### src/rtl/uart_rx_ovs.sv
// rtl/uart_rx_ovs.sv - Oversampling UART receiver with 2-of-3 bit voting and a show-ahead receive FIFO
// Optional line-break detection is compiled in with UART_RX_BREAK_DETECT_EN.
module uart_rx_ovs #(
  parameter int MAX_WIDTH   = 8,
  parameter int SAMPLE_RATE = 16,
  parameter int FIFO_DEPTH  = 8
) (
  input  logic                          clk,
  input  logic                          rst,
  input  logic [3:0]                    cfg_data_bits,
  input  logic [1:0]                    cfg_parity,
  input  logic [1:0]                    cfg_stop_bits,
  input  logic [15:0]                   cfg_clk_div,
  input  logic                          uart_rx,
  input  logic                          rx_req,
  output logic [MAX_WIDTH-1:0]          rx_data,
  output logic                          rx_ready,
  output logic                          rx_parity_err,
  output logic                          rx_frame_err,
  output logic                          overrun,
  input  logic                          clr_overrun,
  output logic                          break_det,
  output logic [$clog2(FIFO_DEPTH):0]   rx_count
);
  localparam int SW = $clog2(SAMPLE_RATE);
  localparam int PW = $clog2(FIFO_DEPTH);
  localparam int EW = MAX_WIDTH + 2;
  localparam logic [SW-1:0] S_LO  = SW'(SAMPLE_RATE / 2 - 1);
  localparam logic [SW-1:0] S_MID = SW'(SAMPLE_RATE / 2);
  localparam logic [SW-1:0] S_HI  = SW'(SAMPLE_RATE / 2 + 1);
  localparam logic [SW-1:0] S_END = SW'(SAMPLE_RATE - 1);
  localparam logic [PW:0]   DEPTH = (PW + 1)'(FIFO_DEPTH);

`ifdef UART_RX_BREAK_DETECT_EN
  typedef enum logic [2:0] {IDLE, START, DATA, PARITY, STOP, BRK_WAIT} state_t;
`else
  typedef enum logic [2:0] {IDLE, START, DATA, PARITY, STOP} state_t;
`endif

  state_t state, next_state;
  logic sync1, sync2, rx_prev, rx_s;
  logic [1:0] settle_q;
  logic [15:0] tick_cnt, div_m1;
  logic tick, at_vote, at_end, start_det, vote, final_stop, push, par_en;
  logic [SW-1:0] smp;
  logic s_a, s_b;
  logic [3:0] nbits, bit_idx;
  logic [1:0] par_mode;
  logic two_stop, stop_idx;
  logic [MAX_WIDTH-1:0] data_q;
  logic par_err_q, frm_err_q;
`ifdef UART_RX_BREAK_DETECT_EN
  logic any_one_q, brk;
`endif

  assign rx_s       = sync2;
  assign div_m1     = (cfg_clk_div == 16'd0) ? 16'd0 : cfg_clk_div - 16'd1;
  assign tick       = (state != IDLE) && (tick_cnt == div_m1);
  assign at_vote    = tick && (smp == S_HI);
  assign at_end     = tick && (smp == S_END);
  // Block edges until the synchronizer and edge flop hold real line values after reset.
  assign start_det  = (state == IDLE) && (settle_q == 2'd3) && rx_prev && !rx_s;
  assign vote       = (s_a & s_b) | (s_a & rx_s) | (s_b & rx_s);
  assign par_en     = (par_mode == 2'b01) || (par_mode == 2'b10);
  assign final_stop = (state == STOP) && at_vote && (!two_stop || stop_idx);

  always_ff @(posedge clk) begin
    if (rst) state <= IDLE;
    else     state <= next_state;
  end

  always_comb begin
    next_state = state;
    push       = 1'b0;
`ifdef UART_RX_BREAK_DETECT_EN
    brk        = 1'b0;
`endif
    case (state)
      IDLE:   if (start_det) next_state = START;
      START:  if (at_vote && vote) next_state = IDLE;
              else if (at_end) next_state = DATA;
      DATA:   if (at_end && bit_idx == nbits) next_state = par_en ? PARITY : STOP;
      PARITY: if (at_end) next_state = STOP;
      STOP: if (final_stop) begin
`ifdef UART_RX_BREAK_DETECT_EN
        if (!any_one_q && !vote) begin
          brk        = 1'b1;
          next_state = BRK_WAIT;
        end else begin
          push       = 1'b1;
          next_state = IDLE;
        end
`else
        push       = 1'b1;
        next_state = IDLE;
`endif
      end
`ifdef UART_RX_BREAK_DETECT_EN
      BRK_WAIT: if (rx_s) next_state = IDLE;
`endif
      default: next_state = IDLE;
    endcase
  end

  always_ff @(posedge clk) begin
    if (rst) begin
      sync1 <= 1'b1; sync2 <= 1'b1; rx_prev <= 1'b1; settle_q <= 2'd0;
      tick_cnt <= '0; smp <= '0; s_a <= 1'b1; s_b <= 1'b1;
      nbits <= 4'd8; par_mode <= 2'b00; two_stop <= 1'b0;
      bit_idx <= '0; stop_idx <= 1'b0; data_q <= '0;
      par_err_q <= 1'b0; frm_err_q <= 1'b0;
`ifdef UART_RX_BREAK_DETECT_EN
      any_one_q <= 1'b0;
`endif
    end else begin
      sync1   <= uart_rx;
      sync2   <= sync1;
      rx_prev <= sync2;
      if (settle_q != 2'd3) settle_q <= settle_q + 2'd1;
      if (state == IDLE || tick) tick_cnt <= '0;
      else                       tick_cnt <= tick_cnt + 16'd1;
      if (start_det) begin
        if (cfg_data_bits < 4'd5)                   nbits <= 4'd5;
        else if (cfg_data_bits > 4'(MAX_WIDTH))     nbits <= 4'(MAX_WIDTH);
        else                                        nbits <= cfg_data_bits;
        par_mode  <= cfg_parity;
        two_stop  <= (cfg_stop_bits == 2'b10) || (cfg_stop_bits == 2'b11);
        smp <= '0; bit_idx <= '0; stop_idx <= 1'b0; data_q <= '0;
        par_err_q <= 1'b0; frm_err_q <= 1'b0;
`ifdef UART_RX_BREAK_DETECT_EN
        any_one_q <= 1'b0;
`endif
      end else if (tick) begin
        smp <= (smp == S_END) ? '0 : smp + 1'b1;
        if (smp == S_LO)  s_a <= rx_s;
        if (smp == S_MID) s_b <= rx_s;
        if (at_vote) begin
`ifdef UART_RX_BREAK_DETECT_EN
          if (state != START) any_one_q <= any_one_q | vote;
`endif
          case (state)
            DATA: begin
              for (int i = 0; i < MAX_WIDTH; i++)
                if (bit_idx == 4'(i)) data_q[i] <= vote;
              bit_idx <= bit_idx + 4'd1;
            end
            PARITY:  par_err_q <= ((^data_q) ^ vote) != (par_mode == 2'b01);
            STOP:    frm_err_q <= frm_err_q | ~vote;
            default: ;
          endcase
        end
        if (at_end && state == STOP) stop_idx <= 1'b1;
      end
    end
  end

  logic [EW-1:0] mem [FIFO_DEPTH];
  logic [PW-1:0] wr_ptr, rd_ptr;
  logic [PW:0]   count_q;
  logic [EW-1:0] head, push_entry;
  logic pop, accept;

  assign push_entry = {data_q, par_err_q, frm_err_q | ~vote};
  assign pop        = rx_req && (count_q != '0);
  assign accept     = push && ((count_q != DEPTH) || pop);
  assign head       = mem[rd_ptr];
  assign rx_ready   = (count_q != '0);
  assign rx_count   = count_q;
  assign rx_data       = rx_ready ? head[EW-1:2] : '0;
  assign rx_parity_err = rx_ready & head[1];
  assign rx_frame_err  = rx_ready & head[0];

  always_ff @(posedge clk) begin
    if (accept) mem[wr_ptr] <= push_entry;
  end

  always_ff @(posedge clk) begin
    if (rst) begin
      wr_ptr <= '0; rd_ptr <= '0; count_q <= '0; overrun <= 1'b0;
    end else begin
      if (accept) wr_ptr <= wr_ptr + 1'b1;
      if (pop)    rd_ptr <= rd_ptr + 1'b1;
      case ({accept, pop})
        2'b10:   count_q <= count_q + 1'b1;
        2'b01:   count_q <= count_q - 1'b1;
        default: count_q <= count_q;
      endcase
      if (push && !accept) overrun <= 1'b1;
      else if (clr_overrun) overrun <= 1'b0;
    end
  end

`ifdef UART_RX_BREAK_DETECT_EN
  always_ff @(posedge clk) begin
    if (rst) break_det <= 1'b0;
    else     break_det <= brk;
  end
`else
  assign break_det = 1'b0;
`endif
endmodule

### config.mk
export PLATFORM = sky130hd
export DESIGN_NAME = uart_rx_ovs
export DESIGN_NICKNAME = d
export VERILOG_FILES = /design/src/rtl/uart_rx_ovs.sv
export SDC_FILE = /design/constraint.sdc
export NUM_CORES = 1
export LEC_CHECK = 0
export ABC_CLOCK_PERIOD_IN_PS = 5880
export BUFFER_PORTS_ARGS = -buffer_cell sky130_fd_sc_hd__buf_2
export CAP_MARGIN = 15
export CORE_AREA = 2 2 113 115
export CTS_BUF_LIST = sky130_fd_sc_hd__clkbuf_4 sky130_fd_sc_hd__clkbuf_8 sky130_fd_sc_hd__clkbuf_16
export DETAILED_ROUTE_END_ITERATION = 8
export DIE_AREA = 0 0 115 117
export GPL_ROUTABILITY_DRIVEN = 0
export PLACE_DENSITY = 0.79
export RECOVER_POWER = 25
export SETUP_SLACK_MARGIN = 0.2
export SLEW_MARGIN = 15
export SYNTH_ARGS = -nofsm -noshare
export SYNTH_HDL_FRONTEND = slang
export SYNTH_SLANG_ARGS = --single-unit
### constraint.sdc
create_clock -name clk -period 5.88 [get_ports clk]
set_input_delay 0.882 -clock clk [delete_from_list [all_inputs] [get_ports clk]]
set_output_delay 0.882 -clock clk [all_outputs]
set_load 0.02 [all_outputs]
==> metrics.md <==
| Metric | Value |
|---|---|
| Worst setup EP type | register |
| Initial antenna violation count | 0 |
| Sequential power share | 44.7% |
| Leak | 0.00313 uW |
| Share of layout cells above drive strength 1 | 18.2% |
| Worst slew pin tran | 0.959 ns |
| Total global-route track usage | 23.6% |
| Die Ht | 117 um |
| Internal power | 1870 uW |
| Pin count of the biggest net entering global routing | 34 |
| Nets@finish | 725 |
| Post-CTS Repair Setup Buffers | 0 |
| Mapped Avg Cell Area | 11.4 um2 |
| First-iteration detailed-routing DRC count | 390 |
| Clock Skew | 0.0143 ns |
| Port buffer count | 43 |
| CTS tree | built |
| Area growth from synthesis to layout | 12.4% |
| Vias per cell | 5.95 |
| Ports | 46 |
| Placed inst area | 0.00760 mm2 |
| Max clock buf depth | 2 |
| Num CTS Buffers | 17 |
| Dominant synthesized flop cell | edfxtp_1 |
| Power Dens Cells | 303 mW/mm2 |
| Clock-pin transition on the worst setup and hold timing paths | 0.06 ns |
| Post-synthesis async set-or-reset flop share | 0% |
| FF+latch count, synth | 146 |
| Syn Nets | 686 |
| Vias in the first global route | 4,949 |
| Fin crit share | 75.9% |
| Core area | 0.0123 mm2 |
| Switching share of power | 24.8% |
| Setup slack after placement | 1.10 ns |
| Critical Path Sink | rx_count[3]$_SDFFE_PP0P_ |
| Most frequent cells in the layout | edfxtp_1, nor2_1, dfxtp_1, nand2_1, buf_2 |
| Global-route congestion overflow total | 0 |
| Part of the power in the clock network | 42.7% |
| RSZ-0062 raised after global routing | no |
| Outcome | completed |
| Sequential area share after synthesis | 51.1% |
| Hold Buf Count CTS | 0 |
| Fin. Hold Viols | 0 |
| Critical path fanouts, max | 9 |
| Launching point of the worst reg2reg path | rx_count[0]$_SDFFE_PP0P_ |
| Sw Pwr | 616 uW |
| F_max | 224 MHz |
| Worst reg-to-reg path cell count | 11 |
| Max VDD drop | 225 uV |
| Core Util, Final | 66.6% |
| Yosys Warn Count | 0 |
| H-tree Lvls | 4 |
| Global-route wire length before repair | 24,200 um |
| Via count | 5,016 |
| Die span in x | 115 um |
| Syn Inst Count | 641 |
| WL/cell | 17.6 um |
| Synthesized area | 0.00729 mm2 |
| Final setup viols | 0 |
| Antenna fix cells | 0 |
| CP Launch Point | cfg_clk_div[0] |
| Max_cap viols | 0 |
| Starting Density | 59.2% |
| Die area | 0.0135 mm2 |
| Pre-antenna DRT Iters | 5 |
| Hold Path Class | reg -> reg |
| Combinational Power Share | 12.6% |
| Crit path time final | 4.46 ns |
| Rows | 41 |
| Setup slack, reg-to-reg | 2.31 ns |
| ANT nets after route | 0 |
| Sink Count | 146 |
| FF-to-FF End | rx_count[3]$_SDFFE_PP0P_ |
| Cts repair resizes | 0 |
| Crit path arrival time | 4.77 ns |
| Final instance area | 0.00820 mm2 |
| CP required | 6.19 ns |
| Post-route setup slack | 1.42 ns |
| WL final | 14,800 um |
| Slew Limit Fails | 0 |
| Final HPWL DP | 10,000 um |
| Post-synth EDFFs | 80 |
| Post-synth cell types | 75 |
| Clk root buf | clkbuf_16 |
| Startpoint Class | input pin |
| Setup TNS | 0 ns |
| Hold Path Depth | 1 |
| Leading cell type in the layout, fill and taps excluded | edfxtp_1 |
| Rel. slew slack | 36.0% |
| Drc violations | 0 |
| Critical path type | in -> reg |
| Worst skew pair latency | 0.42 ns |
==> through the flow <==
stage,power (uW),hold WS (ns),std cells
2_1_floorplan,1360,0.389,641
3_3_place_gp,1430,0.398,811
3_5_place_dp,1440,0.396,811
4_1_cts,2500,0.413,843
5_1_grt,2580,0.431,843
6_report,2480,0.408,843
==> synth_stat cells (all sizes together) (4+ instances only) <==
library cell | n | share of area [%]
a211oi | 6 | 0.79
buf | 17 | 1.4
nand4 | 11 | 0.94
mux2i | 27 | 3.7
and2 | 4 | 0.34
xor2 | 23 | 2.8
or2 | 5 | 0.43
nand2 | 43 | 2.2
o21ai | 13 | 1.0
clkbuf | 15 | 0.79
xnor2 | 24 | 2.9
a31oi | 5 | 0.43
nand2b | 7 | 0.60
nand3 | 22 | 1.5
nor2b | 13 | 1.1
nand3b | 4 | 0.41
nor3b | 7 | 0.88
and4 | 4 | 0.48
a21oi | 26 | 1.8
nor3 | 14 | 0.96
nor4 | 12 | 1.7
dfxtp | 66 | 18
or3 | 10 | 0.86
mux4 | 20 | 6.2
and3 | 8 | 0.75
edfxtp | 80 | 33
inv | 20 | 1.0
nor2 | 73 | 3.8
ha | 15 | 2.6
==> worst max-delay path: stages <==
cell      delay, ns
buf_2          0.16
inv_1          0.09
ha_1           0.29
nor4b_1        0.36
and4_1         0.42
nor2_1         0.07
mux2_4         0.28
a211oi_4       0.35
o211a_1        0.24
nand2_1        0.12
nand2_1        0.14
inv_2          0.09
ha_1           0.30
a21o_1         0.20
a21oi_1        0.20
mux2i_1        0.23
mux2_2         0.35
==> flip-flops by register name (all words and copies together), names as in the netlist, named ones only <==
signal,count
bit_idx,4
data_q,8
frm_err_q,1
mem,80
nbits,4
overrun,1
par_err_q,1
par_mode,2
rd_ptr,3
rx_count,4
rx_prev,1
rx_s,1
s_a,1
s_b,1
settle_q,2
smp,4
state,3
stop_idx,1
sync1,1
tick_cnt,16
two_stop,1
wr_ptr,3
==> how the worst min path moves through the flow <==
stage	startpoint	slack, ns	end
4_1_cts	sync1$_SDFF_PP1_	0.41	rx_s$_SDFF_PP1_
3_3_place_gp	sync1$_SDFF_PP1_	0.40	rx_s$_SDFF_PP1_
3_5_place_dp	sync1$_SDFF_PP1_	0.40	rx_s$_SDFF_PP1_
2_1_floorplan	sync1$_SDFF_PP1_	0.39	rx_s$_SDFF_PP1_
6_report	sync1$_SDFF_PP1_	0.41	rx_s$_SDFF_PP1_
5_1_grt	sync1$_SDFF_PP1_	0.43	rx_s$_SDFF_PP1_
==> cell type report <==
| cell class | count | area, um2 |
|---|---|---|
| clock buffers | 23 | 483 |
| clock inverters | 9 | 109 |
| fillers | 931 | 4120 |
| inverters | 20 | 75.1 |
| multi-input cells | 443 | 3340 |
| flip-flops and latches | 146 | 3720 |
| well taps | 150 | 188 |
| repair buffers | 52 | 283 |
==> power by group through the flow <==
stage | combinational [uW] | clock [uW] | sequential (uW)
after floorplan | 232 | 0 | 1130
after global placement | 301 | 0 | 1130
after detailed placement | 311 | 0 | 1130
after CTS | 315 | 1080 | 1110
after global routing | 348 | 1120 | 1110
final | 313 | 1060 | 1110
==> kinds of logic (layout without fill, tap and decap cells) <==
logic type               count (synthesis)  after routing  synth area share [%]
AO/OA/AOI/OAI                           77             77                  7.31
XOR/XNOR                                50             50                  6.57
adder cells (fa/ha/maj)                 17             17                  2.99
buffers and inverters                   52            104                  3.19
flip-flops                             146            146                  51.1
multiplexers                            50             50                  10.4
other                                    1              1                0.0514
AND/OR/NAND/NOR                        248            248                  18.4
==> per-layer routing <==
layer	GRT usage (%)	vias up	wire (um)
li1	-	2420	-
met1	27.9	2440	6120
met2	41.7	136	7870
met3	6.08	20	633
met4	8.59	0	197
met5	0	-	0
(Power assumes the default switching activity.)
